===== src/rtl/bru_pkg.sv =====
// -----------------------------------------------------------------------------
// bru_pkg
// Shared types and constants for the branch resolve unit.
//   bru_entry_t : one in-flight prediction {pc, hit, taken, pred_next}
//   bru_state_t : resolve FSM states (RUN, SQUASH)
//   PC_STEP     : sequential fetch increment
// -----------------------------------------------------------------------------
package bru_pkg;

   localparam logic [31:0] PC_STEP = 32'd4;

   typedef struct packed {
      logic [31:0] pc;
      logic        hit;
      logic        taken;
      logic [31:0] pred_next;
   } bru_entry_t;

   typedef enum logic {
      RUN    = 1'b0,
      SQUASH = 1'b1
   } bru_state_t;

endpackage


===== src/rtl/bru_pred_fifo.sv =====
// -----------------------------------------------------------------------------
// bru_pred_fifo
// In-order queue of fetch-time predictions.
// Ports:
//   clk, rst      : clock, asynchronous active-high reset
//   clr           : synchronous clear, dominates push/pop
//   push, wdata   : enqueue request and entry
//   pop           : dequeue request (ignored when empty)
//   rdata         : head entry (valid when !empty)
//   full, empty   : registered full flag, empty decode of the count
// A push while full is accepted only if a pop happens in the same cycle.
// -----------------------------------------------------------------------------
module bru_pred_fifo
   import bru_pkg::*;
#(
   parameter int DEPTH = 4
) (
   input  logic       clk,
   input  logic       rst,
   input  logic       clr,
   input  logic       push,
   input  logic       pop,
   input  bru_entry_t wdata,
   output bru_entry_t rdata,
   output logic       full,
   output logic       empty
);

   localparam int PTR_W = $clog2(DEPTH);
   localparam int CNT_FW = PTR_W + 1;

   bru_entry_t        mem [DEPTH];
   logic [PTR_W-1:0]  wr_ptr;
   logic [PTR_W-1:0]  rd_ptr;
   logic [CNT_FW-1:0] cnt;
   logic [CNT_FW-1:0] cnt_nxt;
   logic              full_r;
   logic              do_push;
   logic              do_pop;

   always_comb begin
      do_pop  = pop && (cnt != '0);
      do_push = push && ((cnt != CNT_FW'(DEPTH)) || do_pop);
      cnt_nxt = cnt;
      if (do_push && !do_pop) begin
         cnt_nxt = cnt + CNT_FW'(1);
      end else if (!do_push && do_pop) begin
         cnt_nxt = cnt - CNT_FW'(1);
      end
   end

   // Pointers wrap naturally because DEPTH is a power of two.
   always_ff @(posedge clk or posedge rst) begin
      if (rst) begin
         wr_ptr <= '0;
         rd_ptr <= '0;
         cnt    <= '0;
         full_r <= 1'b0;
      end else if (clr) begin
         wr_ptr <= '0;
         rd_ptr <= '0;
         cnt    <= '0;
         full_r <= 1'b0;
      end else begin
         if (do_push) wr_ptr <= wr_ptr + PTR_W'(1);
         if (do_pop)  rd_ptr <= rd_ptr + PTR_W'(1);
         cnt    <= cnt_nxt;
         full_r <= (cnt_nxt == CNT_FW'(DEPTH));
      end
   end

   // Storage carries data only; no reset needed.
   always_ff @(posedge clk) begin
      if (do_push && !clr) mem[wr_ptr] <= wdata;
   end

   assign rdata = mem[rd_ptr];
   assign full  = full_r;
   assign empty = (cnt == '0);

endmodule


===== src/rtl/branch_resolve_unit.sv =====
// -----------------------------------------------------------------------------
// branch_resolve_unit
// Checks fetch-time predictions against EX-stage outcomes, trains the
// predictor, raises a one-cycle redirect on a mispredict and keeps
// saturating performance counters.
// Ports:
//   clk, rst                          : clock, asynchronous active-high reset
//   if_valid/if_pc/if_hit/if_taken/if_pred_addr : fetch-time prediction
//   ex_valid/ex_is_branch/ex_taken/ex_target    : oldest instruction resolves
//   q_full                            : prediction queue full, IF must stall
//   upd_addr/upd_target/upd_state_write/upd_state_change/upd_branch
//                                     : one-cycle predictor training pulse
//   redirect/redirect_pc              : one-cycle flush and correct next PC
//   branch_cnt/mispredict_cnt         : saturating event counters
//   err_underflow                     : sticky, resolve seen with empty queue
// -----------------------------------------------------------------------------
module branch_resolve_unit
   import bru_pkg::*;
#(
   parameter int DEPTH = 4,
   parameter int CNT_W = 32
) (
   input  logic             clk,
   input  logic             rst,
   input  logic             if_valid,
   input  logic [31:0]      if_pc,
   input  logic             if_hit,
   input  logic             if_taken,
   input  logic [31:0]      if_pred_addr,
   input  logic             ex_valid,
   input  logic             ex_is_branch,
   input  logic             ex_taken,
   input  logic [31:0]      ex_target,
   output logic             q_full,
   output logic [31:0]      upd_addr,
   output logic [31:0]      upd_target,
   output logic             upd_state_write,
   output logic             upd_state_change,
   output logic             upd_branch,
   output logic             redirect,
   output logic [31:0]      redirect_pc,
   output logic [CNT_W-1:0] branch_cnt,
   output logic [CNT_W-1:0] mispredict_cnt,
   output logic             err_underflow
);

   function automatic logic [CNT_W-1:0] sat_inc(input logic [CNT_W-1:0] v);
      return (&v) ? v : v + CNT_W'(1);
   endfunction

   bru_state_t       state;
   bru_entry_t       head;
   bru_entry_t       wr_entry;
   logic             fifo_full;
   logic             fifo_empty;
   logic             run;
   logic             push_en;
   logic             pop_en;
   logic             resolve_br;
   logic             is_mispredict;
   logic [31:0]      actual_next;

   logic [31:0]      upd_addr_p1;
   logic [31:0]      upd_target_p1;
   logic             upd_state_write_p1;
   logic             upd_state_change_p1;
   logic             upd_branch_p1;
   logic             redirect_p1;
   logic [31:0]      redirect_pc_p1;
   logic [CNT_W-1:0] branch_cnt_p1;
   logic [CNT_W-1:0] mispredict_cnt_p1;
   logic             err_underflow_r;

   // Stage p0: compare the head prediction with the resolved outcome.
   always_comb begin
      run            = (state == RUN);
      pop_en         = run && ex_valid && !fifo_empty;
      resolve_br     = pop_en && ex_is_branch;
      actual_next    = (ex_is_branch && ex_taken) ? ex_target : head.pc + PC_STEP;
      // A non-branch that aliased onto a taken entry mispredicts here too.
      is_mispredict  = pop_en && (head.pred_next != actual_next);
      // A push in the mispredicting cycle is wrong-path and is discarded.
      push_en        = run && if_valid && !is_mispredict;
      wr_entry.pc        = if_pc;
      wr_entry.hit       = if_hit;
      wr_entry.taken     = if_taken;
      wr_entry.pred_next = (if_hit && if_taken) ? if_pred_addr : if_pc + PC_STEP;
   end

   bru_pred_fifo #(
      .DEPTH (DEPTH)
   ) u_fifo (
      .clk   (clk),
      .rst   (rst),
      .clr   (is_mispredict),
      .push  (push_en),
      .pop   (pop_en),
      .wdata (wr_entry),
      .rdata (head),
      .full  (fifo_full),
      .empty (fifo_empty)
   );

   // Stage p1: registered training, redirect and counters.
   always_ff @(posedge clk or posedge rst) begin
      if (rst) begin
         state               <= RUN;
         upd_addr_p1         <= '0;
         upd_target_p1       <= '0;
         upd_state_write_p1  <= 1'b0;
         upd_state_change_p1 <= 1'b0;
         upd_branch_p1       <= 1'b0;
         redirect_p1         <= 1'b0;
         redirect_pc_p1      <= '0;
         branch_cnt_p1       <= '0;
         mispredict_cnt_p1   <= '0;
         err_underflow_r     <= 1'b0;
      end else begin
         // SQUASH always returns to RUN after its single cycle.
         state               <= is_mispredict ? SQUASH : RUN;
         upd_state_write_p1  <= resolve_br && head.hit;
         upd_branch_p1       <= resolve_br && !head.hit;
         upd_state_change_p1 <= resolve_br && ex_taken;
         upd_addr_p1         <= resolve_br ? head.pc : '0;
         upd_target_p1       <= resolve_br ? ex_target : '0;
         redirect_p1         <= is_mispredict;
         redirect_pc_p1      <= is_mispredict ? actual_next : '0;
         if (resolve_br)    branch_cnt_p1     <= sat_inc(branch_cnt_p1);
         if (is_mispredict) mispredict_cnt_p1 <= sat_inc(mispredict_cnt_p1);
         if (run && ex_valid && fifo_empty) err_underflow_r <= 1'b1;
      end
   end

   // A hit predicting not-taken must have recorded the sequential PC.
   a_pred_consistent : assert property (@(posedge clk) disable iff (rst)
      (pop_en && head.hit && !head.taken) |-> (head.pred_next == head.pc + PC_STEP));

   assign q_full           = fifo_full;
   assign upd_addr         = upd_addr_p1;
   assign upd_target       = upd_target_p1;
   assign upd_state_write  = upd_state_write_p1;
   assign upd_state_change = upd_state_change_p1;
   assign upd_branch       = upd_branch_p1;
   assign redirect         = redirect_p1;
   assign redirect_pc      = redirect_pc_p1;
   assign branch_cnt       = branch_cnt_p1;
   assign mispredict_cnt   = mispredict_cnt_p1;
   assign err_underflow    = err_underflow_r;

endmodule


===== config.mk =====
export PLATFORM = sky130hd
export DESIGN_NAME = branch_resolve_unit
export DESIGN_NICKNAME = d
export VERILOG_FILES = /design/src/rtl/bru_pkg.sv /design/src/rtl/bru_pred_fifo.sv /design/src/rtl/branch_resolve_unit.sv
export SDC_FILE = /design/constraint.sdc
export NUM_CORES = 1
export LEC_CHECK = 0
export ABC_AREA = 0
export CAP_MARGIN = 20
export CORE_AREA = 2 2 201 203
export DETAILED_ROUTE_END_ITERATION = 8
export DIE_AREA = 0 0 203 205
export GPL_ROUTABILITY_DRIVEN = 0
export PLACE_DENSITY = 0.74
export SLEW_MARGIN = 0
export SYNTH_ARGS = -nofsm -noshare
export SYNTH_HDL_FRONTEND = slang
export SYNTH_HIERARCHICAL = 1
export SYNTH_SLANG_ARGS = --single-unit

===== constraint.sdc =====
create_clock -name clk -period 7 [get_ports clk]
set_clock_uncertainty 0.05 [all_clocks]
set_input_delay 1.4 -clock clk [delete_from_list [all_inputs] [get_ports clk]]
set_output_delay 1.4 -clock clk [all_outputs]
set_load 0.05 [all_outputs]

After elaboration in Yosys (flattened, before gate mapping)
Memories as Yosys holds them, arrays and structs flattened.
Index checks and enable logic that the tools add are counted.
{"block": "word_totals", "ramBits": 264, "mem_count": 1, "ff_bits": 174, "input_bits": 104, "elab_cells": 77}
{"name": "u_fifo.mem", "words": 4, "word_bits": 66, "read_ports": 1, "rd_ports_with_merged_regs": 0, "write_ports": 1, "line": "bru_pred_fifo.sv:32", "source": "bru_entry_t mem [DEPTH];"}
{"block": "classes", "n_eq_ne": 3, "n_addsub": 8, "muxes": 16, "bitwise_logic": 3, "n_reduce_logical": 31}
{"operator": "$mux 32", "n": 5}
{"operator": "$add 32x1->32 const B", "n": 2}
{"operator": "$add 32x3->32 const B", "n": 2}
{"operator": "$reduce_and 32->1", "n": 2}
{"operator": "$ne 32x32->1", "n": 1}
{"operator": "$logic_and 1x1->1", "n": 17}
{"operator": "$mux 3", "n": 3}
{"operator": "$mux 2", "n": 4}
{"operator": "$logic_not 1->1", "n": 5}
{"operator": "$add 2x1->2 const B", "n": 2}
{"operator": "$mux 1", "n": 4}
{"operator": "$reduce_and 2->1", "n": 2}
{"operator": "$reduce_bool 2->1", "n": 2}
{"operator": "$add 3x1->3 const B", "n": 1}
{"operator": "$eq 3x3->1 const B", "n": 1}
{"operator": "$logic_not 3->1", "n": 1}
{"operator": "$ne 3x3->1 const B", "n": 1}
{"operator": "$not 1->1", "n": 3}
{"operator": "$reduce_bool 3->1", "n": 1}
{"operator": "$sub 3x1->3 const B", "n": 1}
{"operator": "$logic_or 1x1->1", "n": 1}

Logic depth before layout (Yosys ltp)
Gate-level depths: netlist of the first run.
An unclocked memory read counts as a cell.
{"block": "logic_depth", "depth_word": 14, "ltp_mapped": 21}

Hierarchy
Netlist of the first run, hierarchy kept.
{"mod": "bru_pred_fifo", "area_per_inst_um2": 10143.5, "seq_area_each_um2": 8127.8, "instances": 1, "cells_per_inst": 415}
{"mod": "branch_resolve_unit", "area_per_inst_um2": 9312.7, "seq_area_each_um2": 4129.0, "instances": 1, "cells_per_inst": 992}

Worst setup path after synthesis of the first run
No wires, ideal clock.
{"block": "synth_path", "kind": "input-to-reg", "from": "input ex_is_branch", "to": "memory u_fifo/mem[0][0] (netlist bit) (enable)", "path_stages": 14, "t_arrival_ns": 5.917, "required_time_ns": 6.519, "slack_ns": 0.602, "cell_sequence": "buf_2 -> nand2_1 -> a2111oi_0 -> a31oi_1 -> or4_1 -> nor4_1 -> nand4_1 -> nor4_4 -> nand2b_1 -> buf_4 -> and3_1 -> buf_4 -> nor3b_1 -> and2_1"}
{"block": "synth_between", "elab_chain_len": 10}
{"element": "start, declared", "line": "branch_resolve_unit.sv:31", "source": "input logic ex_is_branch,"}
{"element": "$logic_and 1x1->1", "line": "branch_resolve_unit.sv:79", "source": "actual_next = (ex_is_branch && ex_taken) ? ex_target : head.pc + PC_STEP;"}
{"element": "$mux 32", "line": "branch_resolve_unit.sv:79"}
{"element": "$ne 32x32->1", "line": "branch_resolve_unit.sv:81", "source": "is_mispredict = pop_en && (head.pred_next != actual_next);"}
{"element": "$logic_and 1x1->1", "line": "branch_resolve_unit.sv:81"}
{"element": "$logic_not 1->1", "line": "branch_resolve_unit.sv:83", "source": "push_en = run && if_valid && !is_mispredict;"}
{"element": "$logic_and 1x1->1", "line": "branch_resolve_unit.sv:83"}
{"element": "named net push_en", "line": "branch_resolve_unit.sv:57", "source": "logic push_en;"}
{"element": "$logic_and 1x1->1", "line": "bru_pred_fifo.sv:43", "source": "do_push = push && ((cnt != CNT_FW'(DEPTH)) || do_pop);"}
{"element": "$logic_and 1x1->1", "line": "bru_pred_fifo.sv:74", "source": "if (do_push && !clr) mem[wr_ptr] <= wdata;"}
{"element": "$mux 1", "line": "bru_pred_fifo.sv:74"}
{"element": "$mux 1 (implied by the code)", "line": "bru_pred_fifo.sv:74"}
{"element": "end, declared", "line": "bru_pred_fifo.sv:32"}
The timed path passes the listed nets, and every way through them passes these cells.

==> key figures, run 1 <==
Place
  • Post-DP HPWL: 36.55 mm
  • Number of instances in the placed design: around 2100
  • Dpl ws: between 0.5 and 0.6 ns
  • I/O Buffers: around 270

CTS
  • Hold buffer count at cts: 0
  • Clk Latency, worst-skew pair: 0.56 ns
  • Num Clock Sinks: 433
  • H-Tree Depth: 2
  • Root buffer cell: clkbuf_16
  • CTS tree: built
  • Clock transition at path regs: 0.06 ns
  • Num CTS Buffers: 43
  • Clock buffer depth: 3
  • Resize count post-CTS: 0
  • Setup Fix Bufs, Post-CTS: 0

Yosys
  • Post-Syn Area: roughly 19000 µm²
  • Yosys warns: 6
  • Post-Synthesis Net Count: 1517
  • Cells after synthesis: 1402
  • Syn Area/Cell: 13.78 µm²

Timing
  • Setup violators final: 0
  • Slew Viols, Final: 0
  • Slew at the pin closest to its max-slew limit: 0.8958 ns
  • Final worst path period share: 90.32%
  • Max_slew headroom: 40.28%
  • Setup TNS: 0 ns
  • Max Fclk: 158.2 MHz
  • RSZ-0062 raised after global routing: no
  • Fin worst setup slack: 0.6778 ns
  • Hold Fails Final Rpt: 0
  • Minimum clock period after layout: 6.322 ns

Power and ir drop
  • Gate power share: between 30% and 40%
  • P_leak: 9.127 nW
  • Post-layout total power: between 9 and 10 mW
  • Switch share: 36.27%
  • Sequential Power Share: between 30% and 40%
  • Worst VDD drop: 0.0001690 V
  • Switching Power: 3.286 mW
  • Cell area power density: 376.4 nW/µm²
  • Clk pwr share: roughly 27%
  • Internal: 5.776 mW

Cells and area
  • Register area: 12140 µm²
  • Area Overhead vs Synth: 24.66%
  • Multi-input gate area: 6711 µm²
  • Finished Layout Cells: around 2200
  • # nets final: approximately 1800
  • # fillers: 2925
  • Layout cells sized above 1: roughly an eighth
  • Core Util, Final: 61.16%
  • Ant. Diodes: 0

Critical path
  • CP endpoint kind: flip-flop
  • Critical path data arrival time: 6.48 ns
  • Crit-path max FO: 60
  • Crit Path Category: reg2reg
  • Startpoint types: flip-flop
  • Crit path required time: a little over 7 ns

Die
  • DIE AREA: 41620 µm²
  • Row cnt: 73
  • IO Count: 270
  • Core Area: about 39000 µm²
  • Die Y-Extent: 205 µm
  • Die width: just over 200 µm
  • Starting Density: roughly half

Detailed routing
  • Routed wire length per instance: 23.35 µm
  • DRT Pass-1 Iters: 6
  • Vias per cell: roughly 6
  • Via total after detailed routing: 13040
  • WL final: 51.78 mm
  • DRC violations left: 0
  • Iter 0 DRT Violations: 1345
  • Post-route ant nets: 0

Run status
  • Outcome: completed

Run
  • Max-capacitance violation count: 0

GRT
  • Pin count of the biggest net entering global routing: 99
  • Initial antenna violation count: 0
  • Number of global-route vias before repair: around 13000
  • First-pass GRT wire length: 78.39 mm
  • GRT Overall Usage: 25.00%
  • Global route overflow: 0

Min path
  • Hold Crit Class: reg2reg
sequential cells by signal (all words and copies together) (netlist names):
| name | cells |
|---|---|
| upd_state_change | 1 |
| upd_branch | 1 |
| upd_addr | 32 |
| u_fifo/full | 1 |
| err_underflow | 1 |
| branch_cnt | 32 |
| u_fifo/cnt | 3 |
| u_fifo/wr_ptr | 2 |
| u_fifo/mem | 260 |
| upd_target | 32 |
| redirect_pc | 32 |
| mispredict_cnt | 32 |
| u_fifo/rd_ptr | 2 |
| redirect | 1 |
| upd_state_write | 1 |
per-stage QoR:
stage	instance area [µm²]	hold WS, ns
3_3_place_gp	22550	0.4248
4_1_cts	24080	0.4395
6_report	24080	0.4468
3_5_place_dp	22550	0.4318
5_1_grt	24080	0.4644
2_1_floorplan	19310	0.4920
worst paths after layout:
path	from	endpoint	slack, ns	cells after the start
worst max-delay path	u_fifo/rd_ptr[0]$_DFFE_PP0P_	u_fifo/mem[2][40]$_DFFE_PP_	0.68	14
worst min-delay path	branch_cnt[11]$_DFFE_PP0P_	branch_cnt[11]$_DFFE_PP0P_	0.45	1
worst max register to register	u_fifo/rd_ptr[0]$_DFFE_PP0P_	u_fifo/mem[2][40]$_DFFE_PP_	0.68	14
worst min register to register	branch_cnt[11]$_DFFE_PP0P_	branch_cnt[11]$_DFFE_PP0P_	0.45	1
max in group asynchronous	rst	upd_target[25]$_DFF_PP0_	4.09	3
min in group asynchronous	rst	u_fifo/full$_DFF_PP0_	1.20	2
cells in the final DEF (no fill, tap or decap), drive strengths merged, types with 3 or more instances in the layout:
master and count:
a2111oi 5, a211oi 26, a21oi 10, a22oi 4, a311oi 4, a31o 6, a31oi 8, and2 17
and3 93, and4 11, buf 21, bufinv 7, clkbuf 54, clkdlybuf4s50 268, clkinv 16, dfrtp 173
edfxtp 260, ha 11, inv 29, mux2 5, mux4 65, nand2 86, nand2b 9, nand3 57
nand4 44, nor2 78, nor2b 19, nor3 32, nor3b 11, nor4 13, nor4b 3, o21ai 40
o31ai 6, or2 3, or3 4, or4 8, xnor2 68, xor2 80
power groups by stage:
stage	Sequential [mW]	Clock, mW	Combinational, mW
2_1_floorplan	3.75	0	1.80
3_3_place_gp	3.30	0	3.27
3_5_place_dp	3.32	0	3.29
4_1_cts	3.28	2.49	3.31
5_1_grt	3.31	2.59	3.52
6_report	3.27	2.45	3.34
metal layers:
layer	global-route usage (%)	share of wire, %	up-vias
met3	4.566	8.3	98
met4	8.186	3.0	0
met5	0	0	-
li1	-	-	5793
met2	40.34	48	646
met1	34.58	41	6502
cell type report:
class	instances	area share [%]
repair buffers	289	12.15
well taps	525	2.728
multi-input cells	863	27.88
clock inverters	25	1.382
flip-flops and latches	433	50.43
clock buffers	54	4.978
inverters	28	0.4573
worst max-delay path, cell delays in order, from the launching register on:
cell and delay (ns):
dfrtp_4 0.73, buf_12 0.36, mux4_2 0.66, xor2_1 0.19, a2111oi_0 0.43, a31oi_1 0.14
or4_1 0.52, nor4_1 0.40, nand4_1 0.23, nor4_4 0.35, nand2b_1 0.33, and3_1 0.23
nor3b_1 0.54, and2_2 0.37, buf_12 0.34
(Power assumes the default switching activity.)
==> run 2, diff against run 1 <==
Settings changed: ABC_AREA 0 to 1, CORE_AREA 2 2 201 203 to 2 2 203 205, DIE_AREA 0 0 203 205 to 0 0 205 207, PLACE_DENSITY 0.74 to 0.77, TNS_END_PERCENT set to 50.
Clock period 7 ns to 5.65 ns, I/O delays scaled along.
==> run 2 against run 1 <==
  * Sequential share of layout area shrank 1.3 points
  * Synthesized area up 2.3%
  * Combinational power rose by 36%
  * Worst hold slack worse by 0.016 ns
  * Flip-flop and latch count stayed put
  * Wire length is 5.8% higher
  * Cell area increased by 2.6%
  * Non-clock buffer count grew 16
  * Power up 28%
==> key figures, run 2 <==
Critical path
  • Critical path data arrival time: 5.44 ns (-1.04 ns)
  • Crit Path Category: reg2reg
  • Slowest stage delay, CP: 0.60 ns (-0.13 ns)
  • Crit path max-delay cell type: dfrtp_4
  • Startpoint types: flip-flop
  • Crit-path most repeated cell: nand2_1
  • Crit path required time: 5.84 ns (-1.32 ns)
  • Family with the most delay on the worst path: simple AND/OR/NAND/NOR gates
  • CP cell instances: inv_2, buf_12, o21ai_0, o22ai_1, nand2_1, nor2_1, inv_1, nor2_4, nand2_1, nand3_1, nand3_1, nand2_1, nand2_1, nor2_1, nand2_1, nor2_1, nand3_2, nand2_2, inv_1, nor2_1, o21ai_1, or2_2, nor2_4, buf_12
  • Crit-path max FO: 87 (+45%)
  • CP endpoint kind: flip-flop
  • Bufs and invs on worst path: 5 (+3)

GRT
  • Pin count of the biggest net entering global routing: 94 (-5.1%)
  • Global route overflow: 0 (unchanged)
  • GRT Overall Usage: 25.49% (+0.49 points)
  • Number of global-route vias before repair: 15120 (+17%)
  • Initial antenna violation count: 0 (unchanged)
  • First-pass GRT wire length: 84.21 mm (+7.4%)

Die
  • Starting Density: 48.94% (-0.12 points)
  • DIE AREA: 42440 µm² (+2.0%)
  • Die width: 205 µm (+0.99%)
  • Row cnt: 74 (+1.4%)
  • Die Y-Extent: 207 µm (+0.98%)
  • IO Count: 270 (unchanged)
  • Core Area: 40370 µm² (+2.5%)

Timing
  • Max Fclk: 190.6 MHz (+21%)
  • Minimum clock period after layout: 5.247 ns (-1.076 ns)
  • Fin worst setup slack: 0.4034 ns (-0.2743 ns)
  • Max_slew headroom: 40.68% (+0.40 points)
  • Setup violators final: 0 (unchanged)
  • Final worst path period share: 92.86% (+2.5 points)
  • RSZ-0062 raised after global routing: no
  • Hold Fails Final Rpt: 0 (unchanged)
  • Slew at the pin closest to its max-slew limit: 0.8877 ns (-0.008109 ns)
  • Setup TNS: 0 ns (unchanged)
  • Slew Viols, Final: 0 (unchanged)

Place
  • Post-DP HPWL: 39.45 mm (+7.9%)
  • I/O Buffers: 269 (unchanged)
  • Number of instances in the placed design: 2815 (+32%)
  • Dpl ws: 0.3824 ns (-0.1205 ns)
  • Placed Area: 23160 µm² (+2.7%)

Yosys
  • Cells after synthesis: 2056 (+47%)
  • Post-Syn Area: 19760 µm² (+2.3%)
  • Yosys warns: 6 (unchanged)
  • Post-Synthesis Net Count: 2171 (+43%)
  • Syn Area/Cell: 9.609 µm² (-30%)

Power and ir drop
  • Cell area power density: 470.5 nW/µm² (+25%)
  • Gate power share: 39.0% (+2.1 points)
  • Worst VDD drop: 0.0002694 V (+59%)
  • Internal: 7.007 mW (+21%)
  • Clk pwr share: 26.0% (-1.0 points)
  • P_leak: 10.22 nW (+12%)
  • Switching Power: 4.609 mW (+40%)
  • Sequential Power Share: 35.0% (-1.1 points)
  • Switch share: 39.68% (+3.4 points)

CTS
  • Clk Latency, worst-skew pair: 0.56 ns (about the same)
  • Num CTS Buffers: 43 (unchanged)
  • Clock buffer depth: 3 (unchanged)
  • Clock transition at path regs: 0.07 ns (about the same)
  • Setup Fix Bufs, Post-CTS: 0 (unchanged)
  • Num Clock Sinks: 433 (unchanged)
  • Resize count post-CTS: 0 (unchanged)
  • CTS tree: built
  • Hold buffer count at cts: 0 (unchanged)
  • Root buffer cell: clkbuf_16
  • H-Tree Depth: 2 (unchanged)

Cells and area
  • Finished Layout Cells: 2893 (+30%)
  • Register with the most flip-flops: u_fifo/mem
  • # nets final: 2443 (+38%)
  • Most common cell after layout, fill and taps aside: nand2_1
  • Area Overhead vs Synth: 24.99%
  • Commonest cells after routing, fill and taps aside: nand2_1, nor2_1, clkdlybuf4s50_1
  • Final Cell Area: 24690 µm² (+2.6%)
  • Register area: 12140 µm² (about the same)
  • Layout cells sized above 1: 6.141% (-5.5 points)
  • Ant. Diodes: 0 (unchanged)
  • # fillers: 3237 (+11%)
  • Number of flip-flops in the largest register: 260 (unchanged)
  • Core Util, Final: 61.16% (about the same)
  • Multi-input gate area: 6673 µm² (-0.58%)

Detailed routing
  • Via total after detailed routing: 15970 (+22%)
  • Vias per cell: 5.521 (-6.1%)
  • DRT Pass-1 Iters: 6 (unchanged)
  • DRC violations left: 0 (unchanged)
  • WL final: 54.78 mm (+5.8%)
  • Iter 0 DRT Violations: 1873 (+39%)
  • Post-route ant nets: 0 (unchanged)
  • Routed wire length per instance: 18.94 µm (-19%)

Min path
  • Hold Crit Class: reg2reg

Run status
  • Outcome: completed

Run
  • Max-capacitance violation count: 0 (unchanged)
run 2: worst register-to-register path, delay by kind of cell, from the launching register on:
family / cells / cell delay, ns
simple gates: 16 / 2.50
buf+inv: 5 / 0.96
compound gates: 3 / 0.79
flops: 1 / 0.60
run 2: power by group through the flow:
stage | clock (mW) | combinational (mW) | sequential, mW
final | 3.02 | 4.53 | 4.06
after CTS | 3.06 | 4.46 | 4.06
after global placement | 0 | 4.35 | 4.11
after global routing | 3.19 | 4.90 | 4.10
after floorplan | 0 | 2.29 | 4.72
after detailed placement | 0 | 4.44 | 4.12
run 2: area by class of cell:
class / instances / area share [%]
timing repair buffer: 305 / 12.46
sequential: 433 / 49.17
clock inverter: 20 / 1.064
multi-input combinational: 1379 / 27.02
clock buffer: 58 / 5.047
tap: 532 / 2.696
inverter: 166 / 2.544
run 2: layer usage:
layer	GRT usage (%)	vias up	share of wire (%)
li1	-	7422	-
met1	36.43	7569	41
met2	40.17	848	46
met3	3.571	132	9.9
met4	8.658	0	3.3
met5	0	-	0
run 2: per-stage QoR:
step	power [mW]	hold slack [ns]
finish	11.62	0.4311
global route	12.19	0.4533
CTS	11.59	0.4369
detailed placement	8.556	0.4225
global placement	8.455	0.4127
floorplan	7.008	0.5119
run 2: final timing paths:
kind	from	endpoint	slack, ns	depth (start not counted)
min in group asynchronous	rst	u_fifo/rd_ptr[0]$_DFFE_PP0P_	0.95	2
max reg2reg	u_fifo/rd_ptr[0]$_DFFE_PP0P_	u_fifo/mem[2][4]$_DFFE_PP_	0.40	24
max	u_fifo/rd_ptr[0]$_DFFE_PP0P_	u_fifo/mem[2][4]$_DFFE_PP_	0.40	24
min reg2reg	err_underflow$_DFFE_PP0P_	err_underflow$_DFFE_PP0P_	0.43	1
max in group asynchronous	rst	branch_cnt[11]$_DFFE_PP0P_	3.27	3
min	err_underflow$_DFFE_PP0P_	err_underflow$_DFFE_PP0P_	0.43	1
==> run 3, diff against run 2 <==
Settings changed: CORE_AREA 2 2 203 205 to 2 2 211 213, DIE_AREA 0 0 205 207 to 0 0 213 215, MAX_ROUTING_LAYER set to met4, PLACE_DENSITY 0.77 to 0.72.
==> run 3 against run 2 <==
  * Via count decreased by 0.61%
  * Critical path depth grew 2
  * Flip-flop and latch count stayed put
  * Final cell count grew 2.4%
  * Critical endpoint is now u_fifo/mem[1][3]$_DFFE_PP_
  * Worst hold slack worse by 0.0097 ns
  * Clock-buffer cell count grew 5
  * Sequential power about the same
==> key figures, run 3 (synthesis gave the netlist of run 2 again) <==
Timing
  • Max_slew headroom: 37.37% (-3.3 points)
  • RSZ-0062 raised after global routing: no
  • Max Fclk: 196.2 MHz (+2.9%)
  • Min Hold Slack: 0.4214 ns (-0.009676 ns)
  • Minimum clock period after layout: 5.098 ns (-0.1486 ns)
  • Setup violators final: 0 (unchanged)
  • Hold Fails Final Rpt: 0 (unchanged)
  • Slew at the pin closest to its max-slew limit: 0.9395 ns (+0.05183 ns)
  • Final worst path period share: 90.23% (-2.6 points)
  • Slew Viols, Final: 0 (unchanged)

Detailed routing
  • DRT Pass-1 Iters: 5 (-1)
  • WL final: 55.03 mm (+0.45%)
  • Post-route ant nets: 0 (unchanged)
  • Iter 0 DRT Violations: 1659 (-11%)
  • DRC violations left: 0 (unchanged)
  • Via total after detailed routing: 15870 (-0.61%)
  • Vias per cell: 5.357 (-3.0%)
  • Routed wire length per instance: 18.57 µm (-1.9%)

GRT
  • First-pass GRT wire length: 84.66 mm (+0.53%)
  • GRT Overall Usage: 24.75% (-0.74 points)
  • Global route overflow: 0 (unchanged)
  • Initial antenna violation count: 0 (unchanged)
  • Number of global-route vias before repair: 15070 (-0.36%)
  • Pin count of the biggest net entering global routing: 102 (+8.5%)

Place
  • Number of instances in the placed design: 2884 (+2.5%)
  • Placed Area: 23290 µm² (+0.56%)
  • Post-DP HPWL: 39.22 mm (-0.58%)
  • I/O Buffers: 269 (unchanged)

Die
  • Die width: 213 µm (+3.9%)
  • Core Area: 43640 µm² (+8.1%)
  • Starting Density: 45.27% (-3.7 points)
  • Die Y-Extent: 215 µm (+3.9%)
  • IO Count: 270 (unchanged)
  • DIE AREA: 45800 µm² (+7.9%)
  • Row cnt: 77 (+4.1%)

Min path
  • Hold Crit Class: reg2reg

Run status
  • Outcome: completed

Critical path
  • Bufs and invs on worst path: 4 (-1)
  • Family with the most delay on the worst path: simple AND/OR/NAND/NOR gates
  • Critical path data arrival time: 5.29 ns (-0.15 ns)
  • Slowest stage delay, CP: 0.50 ns (-0.10 ns)
  • Crit-path most repeated cell: nand2_1
  • Crit-path max FO: 33 (-62%)
  • Crit path required time: 5.85 ns (about the same)
  • Crit Path Category: reg2reg
  • Startpoint types: flip-flop
  • Crit path max-delay cell type: dfrtp_4
  • CP endpoint kind: flip-flop

Cells and area
  • Register with the most flip-flops: u_fifo/mem
  • # fillers: 3635 (+12%)
  • Layout cells sized above 1: 6.326% (+0.18 points)
  • Finished Layout Cells: 2963 (+2.4%)
  • Commonest cells after routing, fill and taps aside: nand2_1, nor2_1, clkdlybuf4s50_1
  • Number of flip-flops in the largest register: 260 (unchanged)
  • Most common cell after layout, fill and taps aside: nand2_1
  • Register area: 12140 µm² (unchanged)
  • Ant. Diodes: 0 (unchanged)
  • Final Cell Area: 24770 µm² (+0.32%)
  • # nets final: 2454 (+0.45%)
  • Multi-input gate area: 6648 µm² (-0.37%)
  • Area Overhead vs Synth: 25.39%

Power and ir drop
  • Cell area power density: 467.2 nW/µm² (-0.70%)
  • P_leak: 10.22 nW (about the same)
  • Worst VDD drop: 0.0002411 V (-11%)

CTS
  • Setup Fix Bufs, Post-CTS: 0 (unchanged)
  • Clk Latency, worst-skew pair: 0.58 ns (+0.02 ns)
  • Root buffer cell: clkbuf_16
  • Num Clock Sinks: 433 (unchanged)
  • Num CTS Buffers: 45 (+4.7%)
  • Clock transition at path regs: 0.06 ns (about the same)
  • H-Tree Depth: 2 (unchanged)
  • CTS tree: built
  • Clock buffer depth: 3 (unchanged)

Run
  • Max-capacitance violation count: 0 (unchanged)
-- run 3: per-stage QoR --
stage | setup slack [ns] | util [%] | power (mW) | TNS, ns
after floorplan | -1.025 | - | 7.008 | -266.40
after detailed placement | 0.5665 | 53.36 | 8.600 | 0
after global routing | 0.1238 | 56.76 | 12.19 | 0
after CTS | 0.5170 | 56.76 | 11.57 | 0
final | 0.5521 | 56.76 | 11.57 | 0
after global placement | 0.6861 | 53.36 | 8.490 | 0
-- run 3: cell type report --
class	count	area share [%]
sequential	433	49.01
tap	592	2.990
clock inverter	16	0.8435
timing repair buffer	314	12.64
clock buffer	63	5.142
multi-input combinational	1379	26.84
inverter	166	2.541
-- run 3: worst reg2reg max path: stages, from the launching register on --
cell and delay [ns]:
dfrtp_4 0.50, clkinv_2 0.35, buf_4 0.34, o21ai_0 0.14
o22ai_1 0.48, nand2_1 0.14, nor2_1 0.22, nand2_1 0.09
nor2_1 0.14, nand2_1 0.06, nand2_1 0.05, nand2_1 0.05
nand2_1 0.07, nand2_1 0.07, nand2_1 0.06, nand2_1 0.05
nor2_1 0.08, nand2_1 0.05, nor2_1 0.20, nand3_2 0.11
nand2_2 0.08, inv_1 0.10, nor2_1 0.20, o21ai_1 0.13
or2_2 0.40, nor2_4 0.15, buf_4 0.36
-- run 3: report_power, final --
part	switching (mW)	total (mW)	internal, mW
clock network	1.21	2.96	1.76
logic	3.21	4.58	1.36
registers	0.179	4.03	3.85
-- run 3: per-layer routing --
layer	vias to the layer above	track usage (%)	routed length [µm]
met5	-	-	0
li1	7449	-	-
met1	7623	33.62	22990
met2	703	37.59	25360
met4	0	9.254	1836
met3	99	3.858	4841
-- run 3: timing repair --
| item | 4_1_cts | 5_1_grt |
|---|---|---|
| endpoints found under the setup margin | 0 | 9 |
| hold buffers | 0 | 0 |
| gates resized for setup | 0 | 1 |
-- run 3: worst paths after layout --
check / endpoint / depth (start not counted) / start / slack [ns]
worst max register to register: u_fifo/mem[1][3]$_DFFE_PP_ / 26 / u_fifo/rd_ptr[0]$_DFFE_PP0P_ / 0.55
worst max-delay path: u_fifo/mem[1][3]$_DFFE_PP_ / 26 / u_fifo/rd_ptr[0]$_DFFE_PP0P_ / 0.55
worst min-delay path: err_underflow$_DFFE_PP0P_ / 1 / err_underflow$_DFFE_PP0P_ / 0.42
max in group asynchronous: branch_cnt[23]$_DFFE_PP0P_ / 3 / rst / 3.38
worst min register to register: err_underflow$_DFFE_PP0P_ / 1 / err_underflow$_DFFE_PP0P_ / 0.42
min in group asynchronous: u_fifo/cnt[2]$_DFF_PP0_ / 2 / rst / 0.92
